## config.mk

```make
export PLATFORM = sky130hd
export DESIGN_NAME = xdata_mem_arb
export DESIGN_NICKNAME = d
export VERILOG_FILES = /design/src/rtl/xdata_pkg.sv /design/src/rtl/xdata_rr_pick.sv /design/src/rtl/xdata_mem_arb.sv
export SDC_FILE = /design/constraint.sdc
export NUM_CORES = 1
export LEC_CHECK = 0
export BUFFER_PORTS_ARGS = -buffer_cell sky130_fd_sc_hd__buf_2
export CAP_MARGIN = 20
export CORE_MARGIN = 2
export CORE_UTILIZATION = 25
export DETAILED_ROUTE_END_ITERATION = 10
export PLACE_DENSITY = 0.47
export SETUP_SLACK_MARGIN = 0.1
export SLEW_MARGIN = 40
export SYNTH_ARGS = -nofsm -noshare
export SYNTH_HDL_FRONTEND = slang
export SYNTH_SLANG_ARGS = --single-unit
```

## constraint.sdc

```tcl
create_clock -name i_clk -period 4.8 [get_ports i_clk]
set_clock_uncertainty 0.2 [all_clocks]
set_input_delay 0.96 -clock i_clk [delete_from_list [all_inputs] [get_ports i_clk]]
set_output_delay 0.96 -clock i_clk [all_outputs]
set_load 0.01 [all_outputs]
```

## src/rtl/xdata_pkg.sv

```systemverilog
// Shared definitions for the xdata RAM arbiter: owner encoding, default widths
// and the peripheral addresses that live in the xdata window.
package xdata_pkg;

  localparam int unsigned XD_ADDR_W    = 9;
  localparam int unsigned XD_DATA_W    = 8;
  localparam int unsigned XD_BURST_MAX = 4;
  localparam int unsigned XD_CNT_W     = 4;

  typedef enum logic [1:0] {
    NONE = 2'b00,
    OWN0 = 2'b01,
    OWN1 = 2'b10
  } owner_e;

  // Low bits of the 16'h0200/16'h0201 peripheral window
  localparam logic [XD_ADDR_W-1:0] UART_STAT = XD_ADDR_W'(16'h0200);
  localparam logic [XD_ADDR_W-1:0] UART_DATA = XD_ADDR_W'(16'h0201);

  function automatic owner_e own_of(input logic sel);
    return sel ? OWN1 : OWN0;
  endfunction

endpackage

```

## src/rtl/xdata_rr_pick.sv

```systemverilog
// Combinational winner selection: lock owner first, then lone requester,
// then round-robin priority when both request.
module xdata_rr_pick
  import xdata_pkg::*;
(
  input  logic [1:0] i_req,
  input  owner_e     i_owner,
  input  logic       i_prio,
  output logic [1:0] o_gnt_c
);

  always_comb begin
    o_gnt_c = 2'b00;
    if (i_owner == OWN0 && i_req[0]) begin
      o_gnt_c = 2'b01;
    end else if (i_owner == OWN1 && i_req[1]) begin
      o_gnt_c = 2'b10;
    end else begin
      case (i_req)
        2'b01:   o_gnt_c = 2'b01;
        2'b10:   o_gnt_c = 2'b10;
        2'b11:   o_gnt_c = i_prio ? 2'b10 : 2'b01;
        default: o_gnt_c = 2'b00;
      endcase
    end
  end

endmodule

```

## src/rtl/xdata_mem_arb.sv

```systemverilog
// Two-requester round-robin arbiter for the single-port xdata RAM, with
// bounded burst locking and one-cycle read-data return to the winner.
module xdata_mem_arb
  import xdata_pkg::*;
#(
  parameter int unsigned ADDR_W    = XD_ADDR_W,
  parameter int unsigned DATA_W    = XD_DATA_W,
  parameter int unsigned BURST_MAX = XD_BURST_MAX
) (
  input  logic              i_clk,
  input  logic              i_rst,
  input  logic              i_req0,
  input  logic              i_wr0,
  input  logic              i_lock0,
  input  logic [ADDR_W-1:0] i_addr0,
  input  logic [DATA_W-1:0] i_data0,
  output logic              o_gnt0,
  output logic              o_rvalid0,
  output logic [DATA_W-1:0] o_rdata0,
  input  logic              i_req1,
  input  logic              i_wr1,
  input  logic              i_lock1,
  input  logic [ADDR_W-1:0] i_addr1,
  input  logic [DATA_W-1:0] i_data1,
  output logic              o_gnt1,
  output logic              o_rvalid1,
  output logic [DATA_W-1:0] o_rdata1,
  output logic              o_mem_wr,
  output logic [ADDR_W-1:0] o_mem_addr,
  output logic [DATA_W-1:0] o_mem_data,
  input  logic [DATA_W-1:0] i_mem_data
);

  logic [1:0]          w_req;
  logic [1:0]          w_gnt;
  logic                w_any;
  logic                w_sel;
  logic                w_wr_sel;
  logic                w_lock_sel;
  logic [ADDR_W-1:0]   w_addr_sel;
  logic [XD_CNT_W-1:0] w_cnt_inc;
  logic [XD_CNT_W-1:0] w_cnt_nxt;
  owner_e              w_owner_nxt;
  logic                w_prio_nxt;

  owner_e              r_owner;
  logic [XD_CNT_W-1:0] r_cnt;
  logic                r_prio;
  logic [ADDR_W-1:0]   r_last_addr;
  logic [1:0]          r_rvalid;
  logic [DATA_W-1:0]   r_rdata0;
  logic [DATA_W-1:0]   r_rdata1;

  // Reset masks requests so no grant or write strobe escapes during reset
  assign w_req = {i_req1, i_req0} & {2{~i_rst}};

  xdata_rr_pick u_pick (
    .i_req   (w_req),
    .i_owner (r_owner),
    .i_prio  (r_prio),
    .o_gnt_c (w_gnt)
  );

  assign w_any      = |w_gnt;
  assign w_sel      = w_gnt[1];
  assign w_wr_sel   = w_sel ? i_wr1   : i_wr0;
  assign w_lock_sel = w_sel ? i_lock1 : i_lock0;
  assign w_addr_sel = w_sel ? i_addr1 : i_addr0;
  assign w_cnt_inc  = r_cnt + XD_CNT_W'(1);

  assign o_gnt0     = w_gnt[0];
  assign o_gnt1     = w_gnt[1];
  assign o_mem_wr   = w_any & w_wr_sel;
  assign o_mem_addr = w_any ? w_addr_sel : r_last_addr;
  assign o_mem_data = w_sel ? i_data1 : i_data0;

  // Read data is forwarded in the completion cycle and held afterwards
  assign o_rvalid0 = r_rvalid[0] & ~i_rst;
  assign o_rvalid1 = r_rvalid[1] & ~i_rst;
  assign o_rdata0  = o_rvalid0 ? i_mem_data : r_rdata0;
  assign o_rdata1  = o_rvalid1 ? i_mem_data : r_rdata1;

  // Owner/burst/priority next state; any cycle without a grant drops the lock
  always_comb begin
    w_owner_nxt = NONE;
    w_cnt_nxt   = '0;
    w_prio_nxt  = r_prio;
    if (w_any) begin
      if (w_lock_sel && (w_cnt_inc < XD_CNT_W'(BURST_MAX))) begin
        w_owner_nxt = own_of(w_sel);
        w_cnt_nxt   = w_cnt_inc;
      end else begin
        w_prio_nxt  = ~w_sel;
      end
    end
  end

  always_ff @(posedge i_clk) begin
    if (i_rst) begin
      r_owner <= NONE;
      r_cnt   <= '0;
      r_prio  <= 1'b0;
    end else begin
      r_owner <= w_owner_nxt;
      r_cnt   <= w_cnt_nxt;
      r_prio  <= w_prio_nxt;
    end
  end

  always_ff @(posedge i_clk) begin
    if (i_rst) begin
      r_last_addr <= '0;
      r_rvalid    <= 2'b00;
      r_rdata0    <= '0;
      r_rdata1    <= '0;
    end else begin
      if (w_any) r_last_addr <= w_addr_sel;
      r_rvalid <= w_gnt & ~{i_wr1, i_wr0};
      if (r_rvalid[0]) r_rdata0 <= i_mem_data;
      if (r_rvalid[1]) r_rdata1 <= i_mem_data;
    end
  end

endmodule
```

==> flow_metrics.py <==
metrics = {
    "logic_synthesis": {
        "postSynthCellCount": 173,
        "synthTopCellsByArea": "dfxtp_1 40%, mux2_2 16%, mux2i_1 15%",
        "synth_most_common_cell": "dfxtp_1",
        "synth_seq_area_share_pct": 40.0,
        "yosys_warnings": 0,
        "synth_ff_type": "dfxtp_1",
        "yosysTopAreaCell": "dfxtp_1",
        "avgSynthCellArea_um2": 9.84,
        "synth-seq-cells": 34,
        "synth_edf_count": 0,
        "synth_common_cells": "34 x dfxtp_1, 31 x nor2_1, 26 x mux2i_1",
        "synth_top_area_share_pct": 40.0,
        "async_flop_share_pct": 0,
        "synth_cell_type_count": 28,
        "synthesis.area_um2": 1700,
    },
    "timing": {
        "max_freq_mhz": 270,
        "slew_violations": 0,
        "hold_viol_final": 0,
        "setup_viol": 0,
        "slew_headroom_pct": 50.4,
        "final.setup.tns_ns": 0,
        "whs_ns": 0.270,
        "grt_setup_unrepaired": "false",
        "period_minus_slack_ns": 3.71,
        "period_share_pct": 77.2,
        "tightest_slew_ns": 0.742,
    },
    "power_and_ir_drop": {
        "total_power_w": 0.000669,
        "p_int_w": 0.000501,
        "p_sw_share_pct": 25.1,
        "p_sw_w": 0.000168,
        "power.leakage_nw": 1.15,
        "ir_drop_mv": 0.127,
        "p_per_area_nw_per_um2": 287,
        "pwr-share-seq_pct": 45.0,
        "combinationalPowerShare_pct": 18.3,
        "clkPwrFrac_pct": 36.7,
    },
    "placement": {
        "dpl.hpwl_um": 3020,
        "io_buffers": 87,
        "gp_congestion": 0.664,
        "dpl_cell_area_um2": 2210,
    },
    "worst_setup_path": {
        "path_class": "primary input to output port",
        "critical_path_arrival_ns": 2.55,
        "cp_max_fo": 24,
        "worstSetupStartpointType": "primary input",
        "required_ns": 3.64,
        "ff2ff_setup_slack_ns": 2.90,
        "r2r-start": "r_prio",
        "crit_path_end_kind": "output port",
        "r2r_cells": 6,
        "r2r-end": "r_last_addr[7]",
    },
    "min_path": {
        "min_path_cells": 1,
        "min_to": "r_cnt[0]",
        "hp-class": "register to register",
        "hold_start": "r_cnt[0]",
    },
    "clock_tree": {
        "hold_buffers": 0,
        "cts_tree": "built",
        "cts_sinks": 34,
        "htree_num_levels": 2,
        "cts_made_buffers": 5,
        "clk_latency_ns": 0.28,
        "clk_pin_slew_ns": 0.07,
        "cts_root_buffer": "clkbuf_8",
        "cts.path.max_buffers": 2,
        "cts_setup_buffers": 0,
        "cts-resized-gates": 0,
    },
    "route": {
        "vias": 1472,
        "via_per_inst": 4.29,
        "drtIter0Drc": 55,
        "drtPass1Iterations": 6,
        "postRouteAntennaNets": 0,
        "drc": 0,
        "drt-total-wl_um": 4060,
        "wl_per_cell_um": 11.8,
    },
    "cells_and_area": {
        "final_area_um2": 2330,
        "syn_to_final_growth_pct": 36.8,
        "fillers": 713,
        "utilization_pct": 34.9,
        "drive_gt1_share_pct": 48.7,
        "nets": 313,
        "num_antenna_cells": 0,
    },
    "floorplan": {
        "die-area_um2": 7490,
        "num_rows": 30,
        "die_width_um": 86.5,
        "coreArea_um2": 6680,
        "ioPinCount": 88,
        "start_util_pct": 25.5,
        "die_h_um": 86.5,
    },
    "grt": {
        "track_usage_pct": 11.2,
        "antenna_found_initial": 0,
        "grt_max_degree": 25,
        "grt_pass1_vias": 1390,
        "grt_overflow": 0,
        "grt_pass1_wl_um": 6580,
    },
    "run": {
        "cap_violations": 0,
    },
    "status": {
        "status": "completed",
    },
}
logic make-up (layout without fill, tap and decap cells):
family,count (synthesis),count (layout),share of synthesized area [%]
DFF,34,34,40.0
AOI/OAI and AO/OA,15,15,7.35
buffers and inverters,14,103,4.11
and+or+nand+nor,57,57,15.9
muxes,50,50,31.2
other,1,2,0.220
xor gates and xnor gates,1,1,0.514
adders and majority gates,1,1,0.735
layout by cell type, fill, tap and decap left out, drive strengths merged:
master / count
buf: 90
dfxtp: 34
nor2: 31
mux2i: 26
mux2: 24
a21oi: 10
and2: 9
clkbuf: 8
nand2: 5
inv: 5
nand2b: 3
nor3: 3
nor2b: 3
conb: 2
o211ai: 2
nand3b: 1
xor2: 1
a31o: 1
a32o: 1
nor4: 1
and3: 1
a2111oi: 1
ha: 1
worst max-delay path, stage by stage:
cell     delay, ns
buf_2         0.40
inv_1         0.26
nand2_1       0.39
mux2_2        0.38
buf_2         0.14
through the flow:
stage | setup WS, ns | std cells
floorplan | 1.64 | 174
global placement | 1.12 | 334
detailed placement | 1.07 | 334
CTS | 1.05 | 342
global route | 0.943 | 343
finish | 1.09 | 343
flip-flops by register name, indices dropped and copies added, names as in the netlist:
signal,flops
r_owner,2
r_rdata0,8
r_cnt,4
r_last_addr,9
r_rdata1,8
r_rvalid,2
r_prio,1
layer usage:
metal / vias to the layer above / share of wire [%] / wire [um] / global-route usage (%)
met5: - / 0 / 0 / 0
met4: 0 / 1.4 / 56 / 4.69
met3: 4 / 4.3 / 173 / 2.57
met2: 34 / 48 / 1950 / 17.6
met1: 671 / 46 / 1880 / 14.8
li1: 763 / - / - / -
final cells by class:
| class | instances | area, um^2 | area share [%] |
|---|---|---|---|
| multi-input combinational | 126 | 956 | 41.0 |
| tap | 80 | 100 | 4.30 |
| clock buffer | 8 | 110 | 4.73 |
| inverter | 5 | 21.3 | 0.913 |
| timing repair buffer | 90 | 462 | 19.8 |
| sequential | 34 | 681 | 29.2 |
worst max path at each step:
stage / depth (start not counted) / end / slack, ns / start
after floorplan: 5 / o_mem_data[0] / 1.64 / i_req0
after global placement: 5 / o_rdata1[3] / 1.12 / i_rst
after detailed placement: 5 / o_rdata1[2] / 1.07 / i_rst
after CTS: 5 / o_rdata1[2] / 1.05 / i_rst
after global routing: 5 / o_rdata1[7] / 0.94 / i_rst
final: 5 / o_rdata1[0] / 1.09 / i_rst
power by group through the flow:
stage	registers, W	clock network, W	logic [W]
after floorplan	0.000305	0	0.0000740
after global placement	0.000307	0	0.000123
after detailed placement	0.000307	0	0.000123
after CTS	0.000301	0.000256	0.000124
after global routing	0.000302	0.000265	0.000137
final	0.000301	0.000246	0.000123
(Power assumes the default switching activity.)
